--- src/rtl/pipeline_interlock_ctrl.sv ---
// rtl/pipeline_interlock_ctrl.sv - stall/flush interlock controller for the 5-stage pipe
//
// Resolves the hazards that forwarding cannot cover: load-use, memory wait
// states and taken branches. Hold/bubble/flush/freeze outputs are combinational
// from the current state and inputs. state_r, the bubble count and
// stall_cycles_r are registered.
//
// Ports:
//   clk_i, reset_i                  clock, synchronous active-high reset
//   id_*                            ID-stage instruction: valid, source indices, source-used flags
//   ex_valid_r/ex_rd_index_r/ex_is_load_r   EX-stage instruction info
//   branch_taken_w                  EX resolved a taken branch/jump this cycle
//   mem_access_w, mem_ready_w       MEM-stage access handshake
//   pc_hold_w, id_hold_w            freeze PC + IF/ID, freeze ID/EX inputs
//   ex_bubble_w, if_flush_w         NOP into ID/EX, NOP into IF/ID
//   pipe_freeze_w                   freeze EX/MEM and MEM/WB
//   state_r                         debug state: 0 RUN, 1 LOAD, 2 MEMW, 3 FLUSH
//   stall_cycles_r                  saturating count of pc_hold_w cycles
module pipeline_interlock_ctrl #(
    parameter int LOAD_STALL_CYCLES = 1,
    parameter int BRANCH_PENALTY    = 2,
    parameter int CNT_W             = 16
) (
    input  logic             clk_i,
    input  logic             reset_i,
    input  logic             id_valid_w,
    input  logic [4:0]       id_ra_index_w,
    input  logic [4:0]       id_rb_index_w,
    input  logic             id_ra_used_w,
    input  logic             id_rb_used_w,
    input  logic             ex_valid_r,
    input  logic [4:0]       ex_rd_index_r,
    input  logic             ex_is_load_r,
    input  logic             branch_taken_w,
    input  logic             mem_access_w,
    input  logic             mem_ready_w,
    output logic             pc_hold_w,
    output logic             id_hold_w,
    output logic             ex_bubble_w,
    output logic             if_flush_w,
    output logic             pipe_freeze_w,
    output logic [1:0]       state_r,
    output logic [CNT_W-1:0] stall_cycles_r
);

    typedef enum logic [1:0] {
        S_RUN   = 2'd0,
        S_LOAD  = 2'd1,
        S_MEMW  = 2'd2,
        S_FLUSH = 2'd3
    } state_t;

    state_t             r_state;
    state_t             r_saved_state;
    logic [2:0]         r_cnt;
    logic [2:0]         r_saved_cnt;
    logic [CNT_W-1:0]   r_stall;

    logic               w_lu_haz;
    logic               w_mem_wait;
    state_t             w_eff_state;
    logic [2:0]         w_eff_cnt;

    // x0 is hardwired to zero, so a load targeting it can never create a hazard.
    assign w_lu_haz = id_valid_w & ex_valid_r & ex_is_load_r & (ex_rd_index_r != 5'd0) &
                      ((id_ra_used_w & (id_ra_index_w == ex_rd_index_r)) |
                       (id_rb_used_w & (id_rb_index_w == ex_rd_index_r)));

    assign w_mem_wait = mem_access_w & ~mem_ready_w;

    // Once the memory wait clears, the cycle behaves exactly as the interrupted
    // state would have, so the ready cycle itself already does useful work.
    assign w_eff_state = (r_state == S_MEMW) ? r_saved_state : r_state;
    assign w_eff_cnt   = (r_state == S_MEMW) ? r_saved_cnt   : r_cnt;

    assign state_r        = r_state;
    assign stall_cycles_r = r_stall;

    always_comb begin
        pc_hold_w     = 1'b0;
        id_hold_w     = 1'b0;
        ex_bubble_w   = 1'b0;
        if_flush_w    = 1'b0;
        pipe_freeze_w = 1'b0;
        if (!reset_i) begin
            if (w_mem_wait) begin
                pc_hold_w     = 1'b1;
                id_hold_w     = 1'b1;
                pipe_freeze_w = 1'b1;
            end else begin
                case (w_eff_state)
                    S_RUN: begin
                        if (branch_taken_w) begin
                            if_flush_w  = 1'b1;
                            ex_bubble_w = 1'b1;
                        end else if (w_lu_haz) begin
                            pc_hold_w   = 1'b1;
                            id_hold_w   = 1'b1;
                            ex_bubble_w = 1'b1;
                        end
                    end
                    S_LOAD: begin
                        pc_hold_w   = 1'b1;
                        id_hold_w   = 1'b1;
                        ex_bubble_w = 1'b1;
                    end
                    // EX only holds bubbles here, so a branch indication is ignored.
                    S_FLUSH: ex_bubble_w = 1'b1;
                    default: ;
                endcase
            end
        end
    end

    always_ff @(posedge clk_i) begin
        if (reset_i) begin
            r_state       <= S_RUN;
            r_saved_state <= S_RUN;
            r_cnt         <= 3'd0;
            r_saved_cnt   <= 3'd0;
            r_stall       <= '0;
        end else begin
            if (pc_hold_w && (r_stall != {CNT_W{1'b1}})) begin
                r_stall <= r_stall + 1'b1;
            end
            if (w_mem_wait) begin
                // Keep the first interrupted context if the wait spans several cycles.
                if (r_state != S_MEMW) begin
                    r_saved_state <= r_state;
                    r_saved_cnt   <= r_cnt;
                end
                r_state <= S_MEMW;
            end else begin
                case (w_eff_state)
                    S_RUN: begin
                        r_state <= S_RUN;
                        if (branch_taken_w) begin
                            if (BRANCH_PENALTY > 1) begin
                                r_state <= S_FLUSH;
                                r_cnt   <= 3'(BRANCH_PENALTY - 1);
                            end
                        end else if (w_lu_haz) begin
                            if (LOAD_STALL_CYCLES > 1) begin
                                r_state <= S_LOAD;
                                r_cnt   <= 3'(LOAD_STALL_CYCLES - 1);
                            end
                        end
                    end
                    S_LOAD, S_FLUSH: begin
                        r_cnt   <= w_eff_cnt - 3'd1;
                        r_state <= (w_eff_cnt == 3'd1) ? S_RUN : w_eff_state;
                    end
                    default: r_state <= S_RUN;
                endcase
            end
        end
    end

endmodule

--- config.mk ---
export PLATFORM = sky130hd
export DESIGN_NAME = pipeline_interlock_ctrl
export DESIGN_NICKNAME = d
export VERILOG_FILES = /design/src/rtl/pipeline_interlock_ctrl.sv
export SDC_FILE = /design/constraint.sdc
export NUM_CORES = 1
export LEC_CHECK = 0
export ABC_AREA = 1
export CAP_MARGIN = 0
export CORE_MARGIN = 5
export CORE_UTILIZATION = 45
export DETAILED_ROUTE_END_ITERATION = 12
export PLACE_DENSITY_LB_ADDON = 0.3
export SLEW_MARGIN = 25
export SYNTH_ARGS = -nofsm -noshare
export SYNTH_HDL_FRONTEND = slang
export SYNTH_SLANG_ARGS = --single-unit
--- constraint.sdc ---
create_clock -name clk_i -period 2.55 [get_ports clk_i]
set_clock_uncertainty 0.15 [all_clocks]
set_input_delay 0.765 -clock clk_i [delete_from_list [all_inputs] [get_ports clk_i]]
set_output_delay 0.765 -clock clk_i [all_outputs]
set_load 0.005 [all_outputs]
### Word-level counts from Yosys, hierarchy flattened

Cells that the tools add are included.

| storage, ports and cells | value |
|---|---|
| bits in registers | 26 |
| output and inout port bits | 23 |
| word-level logic and storage cells | 58 |
| bits of input ports | 25 |

| operators by class | value |
|---|---|
| bitwise logic cells | 10 |
| add/sub/neg operators | 2 |
| eq/ne operators | 9 |
| reductions and logical operators | 8 |
| mux-type cells | 23 |

Operators with widths:

| kind | number |
|---|---|
| adder 16 x 1 -> 16 bit, second input constant | 1 |
| != test 16 bit, second input constant | 1 |
| two-way mux 1 bit | 13 |
| equality test 5 bit | 2 |
| two-way mux 2 bit | 4 |
| AND 1 bit | 7 |
| two-way mux 3 bit | 2 |
| case mux 3 bit (2 select lines) | 1 |
| nonzero test 5 bit | 1 |
| equality test 2 bit, second input constant | 2 |
| != test 2 bit, second input constant | 2 |
| case mux 1 bit (2 select lines) | 2 |
| case mux 2 bit (2 select lines) | 1 |
| OR reduction 2 bit | 2 |
| equality test 3 x 1 -> 1 bit, second input constant | 1 |
| AND reduction 3 bit | 1 |
| subtractor 3 x 1 -> 3 bit, second input constant | 1 |
| equality test 2 x 1 -> 1 bit, second input constant | 1 |
| zero test 2 bit | 1 |
| inverter 1 bit | 2 |
| AND reduction 2 bit | 1 |
| nonzero test 2 bit | 1 |
| logical AND 1 bit | 1 |
| OR 1 bit | 1 |

### Longest topological paths before layout

Gate-level depths: netlist (run 1).

| logic depth | value |
|---|---|
| word-level depth | 10 |
| depth in mapped cells | 12 |
| mapped depth without buffers | 11 |

### Worst setup path before layout (run 1)

No wires, ideal clock.

| path | value |
|---|---|
| path kind | in2out |
| start point | input port ex_rd_index_r[3] |
| end point | output port pc_hold_w |
| required time | 1.635 ns |
| cell stages on the path | 9 |
| path buffers | 1 |
| slack | 0.006 ns |
| data arrival time | 1.629 ns |
| cells stage by stage | inv_2 > nand2_1 > nand2_1 > nor2_1 > nand3_1 > nand2_1 > nand3_1 > a21oi_1 > buf_4 |

| on the way | value |
|---|---|
| word-level cells in the longest chain between the ends | 9 |
| elaborated cells on any way between the ends | 13 |
| classes of those cells | eq/ne (2); mux (5); bitwise (5); reduce/logical (1) |

RTL lines:

| item | RTL line | RTL |
|---|---|---|
| start: declaration | 32 | `input logic [4:0] ex_rd_index_r,` |
| equality test 5 bit, on equally long branches | 66, 67 |  |
| AND 1 bit, on equally long branches | 66, 67 |  |
| OR 1 bit | 66 | `((id_ra_used_w & (id_ra_index_w == ex_rd_index_r)) \|` |
| AND 1 bit * | 65 | `assign w_lu_haz = id_valid_w & ex_valid_r & ex_is_load_r & (ex_rd_index_r != 5'd0) &` |
| two-way mux 1 bit * (2 in series) | -- |  |
| case mux 1 bit (2 select lines) * | -- |  |
| two-way mux 1 bit * (2 in series) | -- |  |
| end: declaration | 37 | `output logic pc_hold_w,` |

Mark *: on every way between the ends. The rest lies on a longest branch, timed or not.

### Worst setup path in the final report (run 1)

| path | value |
|---|---|
| start point | input port ex_rd_index_r[3] |
| end point | output port pc_hold_w |

| on the way | value |
|---|---|
| word-level cells in the longest chain between the ends | 9 |
| elaborated cells on any way between the ends | 13 |
| classes of those cells | eq/ne (2); mux (5); bitwise (5); reduce/logical (1) |

RTL lines:

| item | RTL line | RTL |
|---|---|---|
| equality test 5 bit, on equally long branches | 66, 67 |  |
| AND 1 bit, on equally long branches | 66, 67 |  |
| OR 1 bit | 66 |  |
| AND 1 bit * | 65 |  |
| two-way mux 1 bit * | 96 | `end else if (w_lu_haz) begin` |
| two-way mux 1 bit * | 93 | `if (branch_taken_w) begin` |
| case mux 1 bit (2 select lines) * | 91 | `case (w_eff_state)` |
| two-way mux 1 bit * | 86 | `if (w_mem_wait) begin` |
| two-way mux 1 bit * | 85 | `if (!reset_i) begin` |

Marked as above.

==> results of run 1 <==
[metrics by stage]
stage          util (%)  power (mW)  hold WS (ns)
6_report           66.4       0.979         0.309
5_1_grt            66.4        1.03         0.357
4_1_cts            64.7       0.973         0.308
3_5_place_dp       63.6       0.709         0.295
3_3_place_gp       63.6       0.705         0.289
2_1_floorplan         -       0.583         0.280
[cells by family after synthesis]
group           Yosys count  synth area share (%)
compound gates           34                  10.9
xor+xnor                 14                  7.11
fa+ha+maj                 3                  2.18
buf+inv                  46                  10.7
flops                    26                  30.2
simple gates            144                  38.9
[timing repair]
item                                    4_1_cts  5_1_grt
resized for setup                           113       18
buffers inserted                              2        1
endpoints found under the setup margin        5        4
pin swaps                                    26       13
hold endpoints to repair                      0        0
hold buffers                                  0        0
[worst reg2reg max path, cell delays in order (launching register included)]
cell     delay [ns]
dfxtp_1        0.45
ha_1           0.23
nand2_1        0.09
nor2_2         0.19
nand2_2        0.11
nor2_4         0.11
nand3_4        0.19
nand3_4        0.27
nand2_1        0.09
a21oi_1        0.16
[flip-flops by register name, indices dropped and copies added, names as in the netlist]
name / flops
r_cnt: 3
state_r: 2
r_saved_state: 2
stall_cycles_r: 16
r_saved_cnt: 3
[metal layers]
metal  vias to the layer above  part of all wire, %
met5                         -                    0
met4                         0                  1.3
met3                         8                  4.8
met2                        49                   53
met1                       879                   41
li1                        989                    -
[synth_stat cells]
cell and count:
a211oi_1 3, a21oi_1 19, a21oi_2 1, buf_2 1
buf_4 1, buf_6 1, clkbuf_1 5, dfxtp_1 26
ha_1 3, inv_1 32, inv_2 6, nand2_1 67
nand2_2 2, nand3_1 15, nand3_4 2, nand3b_1 1
nand4_1 17, nor2_1 30, nor2_2 1, nor2_4 1
nor3_1 4, nor3_2 2, o21ai_0 7, o21ai_1 2
o21bai_1 1, o41ai_1 1, or2_2 2, xnor2_1 4
xor2_1 10
[worst paths after layout]
path | end | slack, ns | startpoint
max | pc_hold_w | -0.06 | ex_rd_index_r[3]
min | r_saved_cnt[1]$_SDFFE_PP0P_ | 0.31 | r_saved_cnt[1]$_SDFFE_PP0P_
max reg2reg | stall_cycles_r[7]$_SDFFE_PP0P_ | 0.43 | stall_cycles_r[0]$_SDFFE_PP0P_
min reg2reg | r_saved_cnt[1]$_SDFFE_PP0P_ | 0.31 | r_saved_cnt[1]$_SDFFE_PP0P_
[power by group through the flow]
stage               Clock (mW)  Sequential (mW)  Combinational (mW)
global placement             0            0.451               0.254
CTS                      0.274            0.442               0.256
detailed placement           0            0.452               0.258
global route             0.289            0.446               0.298
floorplan                    0            0.450               0.133
finish                   0.269            0.442               0.268
[area by class of cell]
cell class / count / area [sq um] / share of cell area (%)
repair buffers: 67 / 568 / 23.2
multi-input cells: 195 / 1100 / 44.8
inverters: 38 / 148 / 6.03
clock buffers: 4 / 55.1 / 2.25
well taps: 48 / 60.1 / 2.45
flip-flops and latches: 26 / 520 / 21.3
==> reports/metrics.cfg, run 1 <==
[critical_path]
crit_path_start_kind = input port
crit_buf_inv = 3
critPathRequiredTime_ns = 1.64
endpoint_kind = output pin
critPathMaxStageDelay_ns = 0.16
cp_slowest_cell = a21oi_4
critical_path_class = input port to output pin
crit_arrival_ns = 1.70
cpMostUsedCell = nand2_1
crit_fanout = 4
path_delay_family = simple AND/OR/NAND/NOR gates
crit_chain = buf_6, inv_4, nand2_1, nand2_1, nor2_1, nand3_1, nand2_2, nand3_4, a21oi_4, buf_2
cp.depth = 10
reg2reg_depth = 9

[placed_design]
place_area_sq_um = 2350
dp_cells = 372
pre_cts_slack_ns = -1.02
place_hpwl_mm = 3.48
place.gp.congestion = 0.826
port_buffers = 47

[sta]
setup_viol = 3
fmaxAchievable_mhz = 383
relSlewSlack_pct = 79.3
drv_slew = 0
layout_setup_ws_ns = -0.0639
hold_viol = 0
fin_crit_sh_pct = 103
fin_crit_ns = 2.61
tightest_slew_ns = 0.308
fin_tns_setup_ns = -0.166
rsz0062_at_grt = true

[run]
maxCapViolCount = 0

[clock_tree]
cts_buffers = 3
clockRootBuffer = clkbuf_8
clock-sinks = 26
cts_max_path_buffers = 2
h-tree-depth = 1
insertion_delay_ns = 0.27
cts_tree = yes
clk_pin_slew_ns = 0.09

[route]
routed_wl_mm = 4.48
vias = 1925
drc = 0
drtAntennaViolNets = 0
routedWlPerCell_um = 11.9
drt-vias-per-instance = 5.09
initialDrtViolationCount = 170
dr.pass1.iters = 4

[power_and_ir_drop]
pwr-share-seq_pct = 45.2
ir_drop_uv = 371
netSwitchingFraction_pct = 29.3
power_frac_clock_pct = 27.5
intPower_mw = 0.692
p_per_area_nw_per_um2 = 400
switchingPower_mw = 0.287
combinationalPowerShare_pct = 27.4
power_leakage_nw = 1.05

[global_routing]
gr-usage-all-layers_pct = 17.5
grt_overflow_total = 0
met1_usage_pct = 20.1
grt_use_met2_pct = 33.0
grt_pass1_vias = 1842
grt_max_degree = 23
grtUsageMet3_pct = 3.19
top_usage_layer = met2
antenna_found_initial = 0
grt_pass1_wl_mm = 7.57

[min_path]
hp-class = flop to flop
min_path_cells = 2

[cells_and_area]
n_fill_cell = 335
final_area_sq_um = 2450
nNetsFinal = 359
layout-drive-gt1-share_pct = 25.2
final_cells = 378
mostFrequentLayoutCells = 64 x nand2_1, 26 x dfxtp_1, 25 x nor2_1, 24 x inv_1, 20 x buf_4
area_growth_pct = 42.0
antenna_cells = 0
mostFrequentLayoutCell = nand2_1

[synth]
synth_area_leaders = dfxtp_1 30%, nand2_1 15%, inv_1 7.0%
syn-cell-area_sq_um = 1720
synth_seq_area_share_pct = 30.2
syn_nets = 295
synthCells = 267
synth_cell_type_count = 29
yosysWarnings = 0
synth_top_area_share_pct = 30.2
synth_top_cell_by_area = dfxtp_1
syn_area_per_cell_sq_um = 6.46
yosys_register_bits = 26

[status]
violations = negative setup slack
outcome = complete, but fails checks

[floorplan]
num_io_pins = 48
initial_core_util_pct = 46.7
dieArea_sq_um = 5170
die_x_um = 71.9
die_y_um = 71.9
fp-row-count = 22
fp.coreArea_sq_um = 3690

Power figures use the tool's default switching activity.
==> run 2, diff against run 1 <==
--- a/config.mk
+++ b/config.mk
@@ -7,7 +7,6 @@
 export LEC_CHECK = 0
 export ABC_AREA = 1
 export CAP_MARGIN = 0
-export CORE_MARGIN = 5
 export CORE_UTILIZATION = 45
 export DETAILED_ROUTE_END_ITERATION = 12
 export PLACE_DENSITY_LB_ADDON = 0.3
==> reports/metrics.cfg, run 2 (same netlist as run 1, synthesis figures left out) <==
[floorplan]
dieArea_sq_um = 4080  ; was 5170 sq um
fp.coreArea_sq_um = 3660  ; was 3690 sq um
initial_core_util_pct = 47.1  ; was 46.7%
die_y_um = 63.9  ; was 71.9 um
die_x_um = 63.9  ; was 71.9 um
fp-row-count = 22  ; unchanged
num_io_pins = 48  ; unchanged

[power_and_ir_drop]
ir_drop_uv = 350  ; was 371 uV
power_frac_clock_pct = 32.5  ; was 27.5%
p_per_area_nw_per_um2 = 425  ; was 400 nW/um^2
netSwitchingFraction_pct = 27.7  ; was 29.3%
pwr-share-seq_pct = 41.4  ; was 45.2%
intPower_mw = 0.772  ; was 0.692 mW
power_leakage_nw = 1.08  ; was 1.05 nW
switchingPower_mw = 0.296  ; was 0.287 mW
combinationalPowerShare_pct = 26.1  ; was 27.4%

[sta]
fin_crit_sh_pct = 104  ; was 103%
fin_tns_setup_ns = -0.241  ; was -0.166 ns
hold_viol = 0  ; unchanged
fin_crit_ns = 2.66  ; was 2.61 ns
fmaxAchievable_mhz = 377  ; was 383 MHz
drv_slew = 0  ; unchanged
setup_viol = 3  ; unchanged
layout_setup_ws_ns = -0.106  ; was -0.0639 ns
relSlewSlack_pct = 78.9  ; was 79.3%
tightest_slew_ns = 0.313  ; was 0.308 ns
rsz0062_at_grt = true  ; unchanged

[cells_and_area]
final-seq-area_sq_um = 520  ; unchanged
mostFrequentLayoutCell = nand2_1  ; unchanged
largest_reg_flops = 16  ; unchanged
multiInputGateArea_sq_um = 1080  ; was 1100 sq um
final_cells = 384  ; was 378
area_growth_pct = 45.9  ; was 42.0%
mostFrequentLayoutCells = 59 x nand2_1, 26 x dfxtp_1, 24 x inv_1, 24 x nor2_1, 24 x buf_4  ; was 64 x nand2_1, 26 x dfxtp_1, 25 x nor2_1, 24 x inv_1, 20 x buf_4
n_fill_cell = 317  ; was 335
layout-drive-gt1-share_pct = 28.3  ; was 25.2%
antenna_cells = 0  ; unchanged
nNetsFinal = 365  ; was 359

[min_path]
hp-start = r_saved_cnt[1]$_SDFFE_PP0P_  ; unchanged
min_path_cells = 2  ; unchanged
holdPathEnd = r_saved_cnt[1]$_SDFFE_PP0P_  ; unchanged
hp-class = flop to flop  ; unchanged

[clock_tree]
cts_max_path_buffers = 2  ; unchanged
cts_tree = yes  ; unchanged
cts_buffers = 3  ; unchanged
clk_pin_slew_ns = 0.09  ; about the same
h-tree-depth = 1  ; unchanged
cts_hold_buf = 0  ; unchanged
clockRootBuffer = clkbuf_8  ; unchanged
clock-sinks = 26  ; unchanged
insertion_delay_ns = 0.28  ; was 0.27 ns

[critical_path]
reg2reg_depth = 9  ; unchanged
crit_chain = buf_8, inv_4, nand2_1, nand2_1, nor2_1, nand3_1, nand2_2, buf_4, a211oi_2, nor3_2, buf_2  ; was buf_6, inv_4, nand2_1, nand2_1, nor2_1, nand3_1, nand2_2, nand3_4, a21oi_4, buf_2
cpMostUsedCell = nand2_1  ; unchanged
critical_path_class = input port to output pin  ; unchanged
reg2reg_from = stall_cycles_r[0]$_SDFFE_PP0P_  ; unchanged
path_delay_family = buffers and inverters  ; was simple AND/OR/NAND/NOR gates
crit_arrival_ns = 1.74  ; was 1.70 ns
crit_fanout = 4  ; unchanged
endpoint_kind = output pin  ; unchanged
crit_path_start_kind = input port  ; unchanged
rr_endpoint = stall_cycles_r[12]$_SDFFE_PP0P_  ; was stall_cycles_r[7]$_SDFFE_PP0P_
crit_buf_inv = 4  ; was 3
r2r_slack_ns = 0.44  ; was 0.43 ns
cp_slowest_cell = a211oi_2  ; was a21oi_4
critPathMaxStageDelay_ns = 0.18  ; was 0.16 ns
critPathRequiredTime_ns = 1.64  ; about the same

[placed_design]
place_hpwl_mm = 3.40  ; was 3.48 mm
dp_cells = 375  ; was 372
port_buffers = 47  ; unchanged
place.gp.congestion = 0.896  ; was 0.826

[global_routing]
top_usage_layer = met2  ; unchanged
grt_max_degree = 23  ; unchanged
antenna_found_initial = 0  ; unchanged
grt_pass1_vias = 1789  ; was 1842
grt_use_met2_pct = 43.0  ; was 33.0%
grt_pass1_wl_mm = 7.83  ; was 7.57 mm
gr-usage-all-layers_pct = 23.9  ; was 17.5%
grt_overflow_total = 0  ; unchanged
met1_usage_pct = 29.6  ; was 20.1%
grtUsageMet3_pct = 4.29  ; was 3.19%

[route]
drtAntennaViolNets = 0  ; unchanged
routed_wl_mm = 4.54  ; was 4.48 mm
drt-vias-per-instance = 4.91  ; was 5.09
vias = 1887  ; was 1925
dr.pass1.iters = 4  ; unchanged
initialDrtViolationCount = 78  ; was 170
routedWlPerCell_um = 11.8  ; was 11.9 um
drc = 0  ; unchanged

[status]
violations = negative setup slack  ; unchanged
outcome = complete, but fails checks  ; unchanged

[run]
maxCapViolCount = 0  ; unchanged

run 2: cell count changes in the layout (fill, tap and decap cells not counted), sizes merged:
cell	change
dlygate4sd2	-5
buf	+6
clkdlybuf4s15	+3
bufinv	+1
clkdlybuf4s50	+1
run 2: metal layers:
layer  up-vias  routed length [um]
li1       1007                   -
met1       841                2030
met2        35                2340
met3         4                 133
met4         0                  34
met5         -                   0
run 2: power groups by stage:
stage | clock network [mW] | registers [mW] | logic [mW]
floorplan | 0 | 0.450 | 0.133
global placement | 0 | 0.451 | 0.260
detailed placement | 0 | 0.451 | 0.264
CTS | 0.354 | 0.442 | 0.265
global route | 0.374 | 0.445 | 0.312
finish | 0.347 | 0.442 | 0.279
run 2: layout make-up:
type                            instances  area share, %
Sequential cell                        26           20.7
Multi-Input combinational cell        195           43.0
Clock buffer                            3           1.64
Tap cell                               48           2.39
Timing Repair Buffer                   73           25.0
Inverter                               38           6.07
Clock inverter                          1           1.19
run 2: worst register-to-register path, delay by kind of cell (launching register included):
kind / cells / cell delay [ns]
adders and majority gates: 1 / 0.23
and+or+nand+nor: 7 / 1.06
AOI/OAI and AO/OA: 1 / 0.14
DFF: 1 / 0.46
run 2: through the flow:
step | power, mW | util, % | hold WS (ns) | area, sq um | setup WS (ns)
CTS | 1.06 | 67.0 | 0.316 | 2450 | -0.125
global route | 1.13 | 68.7 | 0.360 | 2510 | -0.186
global placement | 0.711 | 64.7 | 0.290 | 2370 | -1.01
finish | 1.07 | 68.7 | 0.319 | 2510 | -0.106
detailed placement | 0.716 | 64.7 | 0.300 | 2370 | -1.04
floorplan | 0.583 | - | 0.280 | 1720 | 0.00642
run 2: worst max path at each step:
| stage | cells after the start | end | start |
|---|---|---|---|
| 2_1_floorplan | 9 | pc_hold_w | ex_rd_index_r[3] |
| 3_3_place_gp | 10 | id_hold_w | ex_rd_index_r[4] |
| 3_5_place_dp | 10 | pc_hold_w | ex_rd_index_r[4] |
| 4_1_cts | 11 | ex_bubble_w | ex_rd_index_r[4] |
| 5_1_grt | 11 | ex_bubble_w | ex_rd_index_r[3] |
| 6_report | 11 | ex_bubble_w | ex_rd_index_r[4] |
run 2: timing repair:
item / in CTS / in global routing
endpoints found under the hold margin: 0 / 0
resized for setup: 114 / 25
setup endpoints to repair: 5 / 3
setup buffers: 4 / 1
pin swaps: 30 / 19
==> run 3, diff against run 2 <==
--- a/config.mk
+++ b/config.mk
@@ -8,6 +8,7 @@
 export ABC_AREA = 1
 export CAP_MARGIN = 0
 export CORE_UTILIZATION = 45
+export CTS_CLUSTER_DIAMETER = 150
 export DETAILED_ROUTE_END_ITERATION = 12
 export PLACE_DENSITY_LB_ADDON = 0.3
 export SLEW_MARGIN = 25
==> results of run 3 <==
The final DEF is identical to that of run 2; final timing and power are the same.
